`config.mk`:
```
export PLATFORM = sky130hd
export DESIGN_NAME = scdp_trace_ctrl_flat
export DESIGN_NICKNAME = d
export VERILOG_FILES = /design/src/rtl/scdp_trace_ctrl_if.sv /design/src/rtl/scdp_trace_ctrl.sv /design/src/flat_wrapper.sv
export SDC_FILE = /design/constraint.sdc
export NUM_CORES = 1
export LEC_CHECK = 0
export ABC_AREA = 1
export CORE_MARGIN = 10
export CORE_UTILIZATION = 45
export CTS_CLUSTER_SIZE = 20
export DETAILED_ROUTE_END_ITERATION = 10
export HOLD_SLACK_MARGIN = 0.15
export SLEW_MARGIN = 40
export SYNTH_ARGS = -nofsm -noshare
export SYNTH_HDL_FRONTEND = slang
export SYNTH_SLANG_ARGS = --single-unit
```
`constraint.sdc`:
```
create_clock -name clk -period 3.67 [get_ports clk]
set_clock_uncertainty 0.1 [all_clocks]
set_input_delay 0.734 -clock clk [delete_from_list [all_inputs] [get_ports clk]]
set_output_delay 0.734 -clock clk [all_outputs]
set_load 0.03 [all_outputs]
```
`src/rtl/scdp_trace_ctrl_if.sv`:
```
// Run-control / trace bus for scdp_trace_ctrl: run controls and core observation in,
// core gating, status and trace read-back out.
interface scdp_trace_ctrl_if #(
    parameter int PC_W    = 8,
    parameter int PROBE_W = 4,
    parameter int NPROBE  = 3,
    parameter int DEPTH   = 16,
    parameter int CYC_W   = 16
);
    localparam int AW = $clog2(DEPTH);
    localparam int DW = PC_W + NPROBE * PROBE_W;

    logic                     start;
    logic                     stop;
    logic                     clear;
    logic [CYC_W-1:0]         max_cycles;
    logic                     bp_en;
    logic [PC_W-1:0]          bp_pc;
    logic [PC_W-1:0]          pc_in;
    logic [NPROBE*PROBE_W-1:0] probe_in;
    logic [AW-1:0]            rd_addr;

    logic                     core_rst;
    logic                     core_en;
    logic                     halted;
    logic [1:0]               halt_cause;
    logic [CYC_W-1:0]         cycle_count;
    logic [AW:0]              entries;
    logic [DW-1:0]            rd_data;

    modport master (
        output start, stop, clear, max_cycles, bp_en, bp_pc, pc_in, probe_in, rd_addr,
        input  core_rst, core_en, halted, halt_cause, cycle_count, entries, rd_data
    );

    modport slave (
        input  start, stop, clear, max_cycles, bp_en, bp_pc, pc_in, probe_in, rd_addr,
        output core_rst, core_en, halted, halt_cause, cycle_count, entries, rd_data
    );
endinterface

```
`src/rtl/scdp_trace_ctrl.sv`:
```
// Run-control and circular trace capture for the SCDP debug bench: holds the core in reset
// until started, runs it for a bounded number of cycles and records every executed cycle.
module scdp_trace_ctrl #(
    parameter int PC_W    = 8,
    parameter int PROBE_W = 4,
    parameter int NPROBE  = 3,
    parameter int DEPTH   = 16,
    parameter int CYC_W   = 16
) (
    input  logic              clk,
    input  logic              rst,
    scdp_trace_ctrl_if.slave  bus
);
    localparam int AW = $clog2(DEPTH);
    localparam int DW = PC_W + NPROBE * PROBE_W;

    typedef enum logic [1:0] {
        S_IDLE = 2'd0,
        S_RUN  = 2'd1,
        S_HALT = 2'd2
    } state_e;

    typedef enum logic [1:0] {
        CAUSE_NONE  = 2'd0,
        CAUSE_LIMIT = 2'd1,
        CAUSE_BP    = 2'd2,
        CAUSE_STOP  = 2'd3
    } cause_e;

    state_e           state;
    state_e           next_state;

    logic [AW-1:0]    wr_ptr;
    logic             wrapped;
    logic [CYC_W-1:0] cycle_count;
    cause_e           halt_cause;

    logic             core_rst_d;
    logic             core_en_d;
    logic             halted_d;
    logic             core_rst_q;
    logic             core_en_q;
    logic             halted_q;

    logic [DW-1:0]    trace_mem [DEPTH];
    logic [DW-1:0]    rd_data_q;

    // Halt detection on the sample being captured this cycle.
    logic [CYC_W:0]   count_inc;
    logic [CYC_W-1:0] count_next;
    logic             hit_bp;
    logic             hit_limit;
    logic             hit_stop;
    logic             hit_any;
    cause_e           cause_d;

    assign count_inc  = {1'b0, cycle_count} + (CYC_W+1)'(1);
    assign count_next = count_inc[CYC_W] ? cycle_count : count_inc[CYC_W-1:0];
    assign hit_bp     = bus.bp_en && (bus.pc_in == bus.bp_pc);
    assign hit_limit  = (bus.max_cycles != '0) && (count_inc == {1'b0, bus.max_cycles});
    assign hit_stop   = bus.stop;

    // NOTE: every always_comb output gets a default before any branch so no latch can be inferred.
    always_comb begin
        cause_d = CAUSE_NONE;
        if (hit_bp) begin
            cause_d = CAUSE_BP;
        end else if (hit_limit) begin
            cause_d = CAUSE_LIMIT;
        end else if (hit_stop) begin
            cause_d = CAUSE_STOP;
        end
    end

    assign hit_any = (cause_d != CAUSE_NONE);

    // NOTE: sequential state is updated with non-blocking assignments only.
    always_ff @(posedge clk) begin
        if (rst) begin
            state <= S_IDLE;
        end else begin
            state <= next_state;
        end
    end

    always_comb begin
        next_state = state;
        unique case (state)
            S_IDLE: if (bus.start) next_state = S_RUN;
            S_RUN:  if (hit_any)   next_state = S_HALT;
            S_HALT: if (bus.clear) next_state = S_IDLE;
            default:               next_state = S_IDLE;
        endcase
    end

    // Core gating is decoded from the next state and registered so it changes with the state.
    always_comb begin
        core_rst_d = 1'b1;
        core_en_d  = 1'b0;
        halted_d   = 1'b0;
        unique case (next_state)
            S_RUN: begin
                core_rst_d = 1'b0;
                core_en_d  = 1'b1;
            end
            S_HALT: begin
                core_rst_d = 1'b0;
                halted_d   = 1'b1;
            end
            default: ;
        endcase
    end

    always_ff @(posedge clk) begin
        if (rst) begin
            core_rst_q <= 1'b1;
            core_en_q  <= 1'b0;
            halted_q   <= 1'b0;
        end else begin
            core_rst_q <= core_rst_d;
            core_en_q  <= core_en_d;
            halted_q   <= halted_d;
        end
    end

    always_ff @(posedge clk) begin
        if (rst) begin
            wr_ptr      <= '0;
            wrapped     <= 1'b0;
            cycle_count <= '0;
            halt_cause  <= CAUSE_NONE;
        end else begin
            unique case (state)
                S_IDLE: begin
                    if (bus.start) begin
                        wr_ptr      <= '0;
                        wrapped     <= 1'b0;
                        cycle_count <= '0;
                        halt_cause  <= CAUSE_NONE;
                    end
                end
                S_RUN: begin
                    wr_ptr      <= wr_ptr + AW'(1);
                    cycle_count <= count_next;
                    if (wr_ptr == AW'(DEPTH - 1)) wrapped <= 1'b1;
                    if (hit_any) halt_cause <= cause_d;
                end
                S_HALT: begin
                    if (bus.clear) begin
                        wr_ptr      <= '0;
                        wrapped     <= 1'b0;
                        cycle_count <= '0;
                        halt_cause  <= CAUSE_NONE;
                    end
                end
                default: ;
            endcase
        end
    end

    // NOTE: the trace RAM is deliberately not reset; wr_ptr/wrapped alone define which entries are valid.
    always_ff @(posedge clk) begin
        if (!rst && state == S_RUN) begin
            trace_mem[wr_ptr] <= {bus.pc_in, bus.probe_in};
        end
    end

    // Logical read index 0 is the oldest surviving sample.
    logic [AW:0]   entries;
    logic [AW-1:0] oldest;
    logic [AW-1:0] rd_phys;
    logic          rd_in_range;

    assign entries     = wrapped ? (AW+1)'(DEPTH) : {1'b0, wr_ptr};
    assign oldest      = wrapped ? wr_ptr : '0;
    assign rd_phys     = oldest + bus.rd_addr;
    assign rd_in_range = ({1'b0, bus.rd_addr} < entries);

    always_ff @(posedge clk) begin
        if (rst) begin
            rd_data_q <= '0;
        end else begin
            rd_data_q <= rd_in_range ? trace_mem[rd_phys] : '0;
        end
    end

    assign bus.core_rst    = core_rst_q;
    assign bus.core_en     = core_en_q;
    assign bus.halted      = halted_q;
    assign bus.halt_cause  = halt_cause;
    assign bus.cycle_count = cycle_count;
    assign bus.entries     = entries;
    assign bus.rd_data     = rd_data_q;
endmodule

```
`src/flat_wrapper.sv`:
```
// flat-port wrapper written by rule: the top's interface ports become plain ports
module scdp_trace_ctrl_flat 
#(
    parameter int PC_W    = 8,
    parameter int PROBE_W = 4,
    parameter int NPROBE  = 3,
    parameter int DEPTH   = 16,
    parameter int CYC_W   = 16
)
  (clk, rst, bus_start, bus_stop, bus_clear, bus_max_cycles, bus_bp_en, bus_bp_pc, bus_pc_in, bus_probe_in, bus_rd_addr, bus_core_rst, bus_core_en, bus_halted, bus_halt_cause, bus_cycle_count, bus_entries, bus_rd_data);
  scdp_trace_ctrl_if #(.PC_W(PC_W), .PROBE_W(PROBE_W), .NPROBE(NPROBE), .DEPTH(DEPTH), .CYC_W(CYC_W)) bus_i ();
  input  logic clk;
  input  logic rst;
  input wire logic [$bits(bus_i.start)-1:0] bus_start;
  input wire logic [$bits(bus_i.stop)-1:0] bus_stop;
  input wire logic [$bits(bus_i.clear)-1:0] bus_clear;
  input wire logic [$bits(bus_i.max_cycles)-1:0] bus_max_cycles;
  input wire logic [$bits(bus_i.bp_en)-1:0] bus_bp_en;
  input wire logic [$bits(bus_i.bp_pc)-1:0] bus_bp_pc;
  input wire logic [$bits(bus_i.pc_in)-1:0] bus_pc_in;
  input wire logic [$bits(bus_i.probe_in)-1:0] bus_probe_in;
  input wire logic [$bits(bus_i.rd_addr)-1:0] bus_rd_addr;
  output wire logic [$bits(bus_i.core_rst)-1:0] bus_core_rst;
  output wire logic [$bits(bus_i.core_en)-1:0] bus_core_en;
  output wire logic [$bits(bus_i.halted)-1:0] bus_halted;
  output wire logic [$bits(bus_i.halt_cause)-1:0] bus_halt_cause;
  output wire logic [$bits(bus_i.cycle_count)-1:0] bus_cycle_count;
  output wire logic [$bits(bus_i.entries)-1:0] bus_entries;
  output wire logic [$bits(bus_i.rd_data)-1:0] bus_rd_data;
  assign bus_i.start = bus_start;
  assign bus_i.stop = bus_stop;
  assign bus_i.clear = bus_clear;
  assign bus_i.max_cycles = bus_max_cycles;
  assign bus_i.bp_en = bus_bp_en;
  assign bus_i.bp_pc = bus_bp_pc;
  assign bus_i.pc_in = bus_pc_in;
  assign bus_i.probe_in = bus_probe_in;
  assign bus_i.rd_addr = bus_rd_addr;
  assign bus_core_rst = bus_i.core_rst;
  assign bus_core_en = bus_i.core_en;
  assign bus_halted = bus_i.halted;
  assign bus_halt_cause = bus_i.halt_cause;
  assign bus_cycle_count = bus_i.cycle_count;
  assign bus_entries = bus_i.entries;
  assign bus_rd_data = bus_i.rd_data;
  scdp_trace_ctrl #(.PC_W(PC_W), .PROBE_W(PROBE_W), .NPROBE(NPROBE), .DEPTH(DEPTH), .CYC_W(CYC_W)) u_core (.clk(clk), .rst(rst), .bus(bus_i));
endmodule
```
==> results.sh <==
export IMPL_outcome="finished, final reports clean"
export IMPL_die_height_um=205
export IMPL_finalCritPeriodShare=0.825
export IMPL_cts_htree_levels=2
export IMPL_grt_max_degree=46
export IMPL_hold_buffers=0
export IMPL_vias=10400
export IMPL_grt_usage=0.186
export IMPL_max_freq_mhz=330
export IMPL_ir_drop_uv=422
export IMPL_pin_count=100
export IMPL_cts_sinks=368
export IMPL_postPlaceCellArea_mm2=0.0174
export IMPL_drt_pre_antenna_iters=5
export IMPL_ys_seq_area_frac=0.684
export IMPL_crit_type="reg2reg"
export IMPL_synth_area_leaders="edfxtp_1 (62%), nor2_1 (6.9%), dfxtp_1 (6.2%)"
export IMPL_p_per_area_mw_per_mm2=494
export IMPL_synthTopCellsByCount="edfxtp_1 (320), nor2_1 (286), nand2_1 (155)"
export IMPL_rsz0062_at_grt="false"
export IMPL_slew_violations=0
export IMPL_utilization=0.555
export IMPL_yosysUniqueCellTypes=42
export IMPL_hold_path_class="reg2reg"
export IMPL_avgSynthCellArea_um2=11.8
export IMPL_core_area_mm2=0.0337
export IMPL_yosysTopAreaCell="edfxtp_1"
export IMPL_cp_data_arrival_time_ns=3.39
export IMPL_async_flop_share=0
export IMPL_drcViolationCount=0
export IMPL_die_area_mm2=0.0422
export IMPL_slew_headroom=0.511
export IMPL_drt_initial_drc_count=944
export IMPL_clkTransAtPathRegs_ns=0.06
export IMPL_worst_path_max_fanout=45
export IMPL_cts_resized_gates=0
export IMPL_cts_tree="built"
export IMPL_ys_ff_latch=368
export IMPL_grt_pass1_wl_mm=60.7
export IMPL_cts_setup_buffers=0
export IMPL_syn2layout_area_growth_pct=21.0
export IMPL_whs_path_depth=2
export IMPL_synthCells=1312
export IMPL_globalRouteOverflowTotal=0
export IMPL_start_util=0.459
export IMPL_setup_viol=0
export IMPL_critPathCaptureType="flop"
export IMPL_antenna_cells=0
export IMPL_yosys_warnings=0
export IMPL_insertion_delay_ns=0.51
export IMPL_antenna_found_initial=0
export IMPL_numCtsBuffers=40
export IMPL_power_leakage_nw=6.59
export IMPL_fin_setup_tns_ns=0
export IMPL_grt_pass1_vias=10300
export IMPL_via_per_inst=5.40
export IMPL_crit_required_ns=4.03
export IMPL_synth_most_common_cell="edfxtp_1"
export IMPL_worst_slew_pin_transition_ns=0.731
export IMPL_critPathLaunchType="flop"
export IMPL_gp_congestion=0.805
export IMPL_hpwl_mm=24.6
export IMPL_cts_root_buf="clkbuf_16"
export IMPL_synth_main_ff_cell="edfxtp_1"
export IMPL_hold_viol_final=0
export IMPL_reg2reg_depth=12
export IMPL_max_cap_viol_count=0
export IMPL_cts_buffer_depth=3
export IMPL_portBuffers=99
export IMPL_final_antenna_net_count=0
export IMPL_finish_instance_area_mm2=0.0187
export IMPL_synth_area_mm2=0.0155
export IMPL_placementRows=67
export IMPL_synth_top_area_share=0.622
export IMPL_syn_num_nets=1380
export IMPL_totalWireLength_mm=39.1
export IMPL_final_layout_size_suffix_gt1_frac=0.145
export IMPL_nets=1517
export IMPL_wl_per_cell_um=20.3
export IMPL_synth_edf_count=320
export IMPL_min_period_ns=3.03
export IMPL_die_w_um=205
-- worst max-delay path, cell delays in order, from the launching register on --
cell     delay [ns]
dfxtp_1        0.60
nand2_1        0.10
inv_1          0.11
ha_4           0.12
inv_1          0.05
fa_4           0.80
buf_12         0.22
buf_12         0.20
o21ai_0        0.11
o32ai_1        0.16
mux2_2         0.22
nand2_1        0.05
a21oi_1        0.11
-- power by group --
group          internal, W  total [W]  switching (W)
registers          0.00459    0.00462      0.0000362
clock network      0.00231    0.00387        0.00156
logic             0.000299   0.000746       0.000446
total              0.00720    0.00924        0.00204
-- layer usage --
metal / vias to the layer above / wire length [um] / global-route usage
li1: 4960 / - / -
met1: 5061 / 17800 / 0.257
met2: 338 / 17600 / 0.291
met3: 57 / 2880 / 0.0420
met4: 0 / 757 / 0.0491
met5: - / 0 / 0
-- state kept, by name, indices dropped and copies added (netlist names), 2 cells and up --
name                    count
u_core.bus.cycle_count     16
u_core.bus.halt_cause       2
u_core.bus.rd_data         20
u_core.state                2
u_core.trace_mem          320
u_core.wr_ptr               4
-- final cells by class --
| cell class | count | area [um2] |
|---|---|---|
| clock buffers | 66 | 1240 |
| well taps | 448 | 561 |
| inverters | 79 | 299 |
| clock inverters | 7 | 50.0 |
| repair buffers | 163 | 1600 |
| fillers | 2846 | 15000 |
| multi-input cells | 797 | 4390 |
| flip-flops and latches | 368 | 10600 |
-- layout by cell type (no fill, tap or decap), types with 4 or more instances in the layout --
cell,n
a22oi_2,7
nand2_1,155
a21oi_1,27
edfxtp_1,320
o21ai_0,96
ha_1,12
dfxtp_1,48
xor2_1,5
clkbuf_16,42
clkbuf_1,14
clkdlybuf4s50_1,99
buf_4,54
buf_12,10
nor2_2,22
nand3_1,35
xnor2_1,4
mux2_2,40
or2_2,4
nor2_1,270
nand4_1,8
o32ai_1,80
clkinv_2,5
inv_1,74
clkbuf_8,10
nand2_2,5
-- logic make-up after synthesis --
| group | after synthesis | synth area share |
|---|---|---|
| compound gates | 222 | 0.0965 |
| xor+xnor | 12 | 0.00769 |
| fa+ha+maj | 14 | 0.0118 |
| buf+inv | 147 | 0.0377 |
| flops | 368 | 0.684 |
| mux | 40 | 0.0291 |
| simple gates | 509 | 0.133 |
-- path summary, 6_finish.rpt --
kind | from | to | slack (ns)
worst max-delay path | u_core.wrapped | u_core.bus.rd_data[11] | 0.64
worst min register to register | u_core.bus.halt_cause[1] | u_core.bus.halt_cause[1] | 0.37
worst max register to register | u_core.wrapped | u_core.bus.rd_data[11] | 0.64
worst min-delay path | u_core.bus.halt_cause[1] | u_core.bus.halt_cause[1] | 0.37
-- stage by stage --
step	instances	power, W	hold WS, ns	worst slack, ns
floorplan	1312	0.00513	0.376	0.756
global route	1928	0.00956	0.395	0.408
global placement	1855	0.00545	0.361	0.194
CTS	1928	0.00931	0.375	0.647
finish	1928	0.00924	0.369	0.641
detailed placement	1855	0.00546	0.364	0.153
Power figures use the tool's default switching activity.
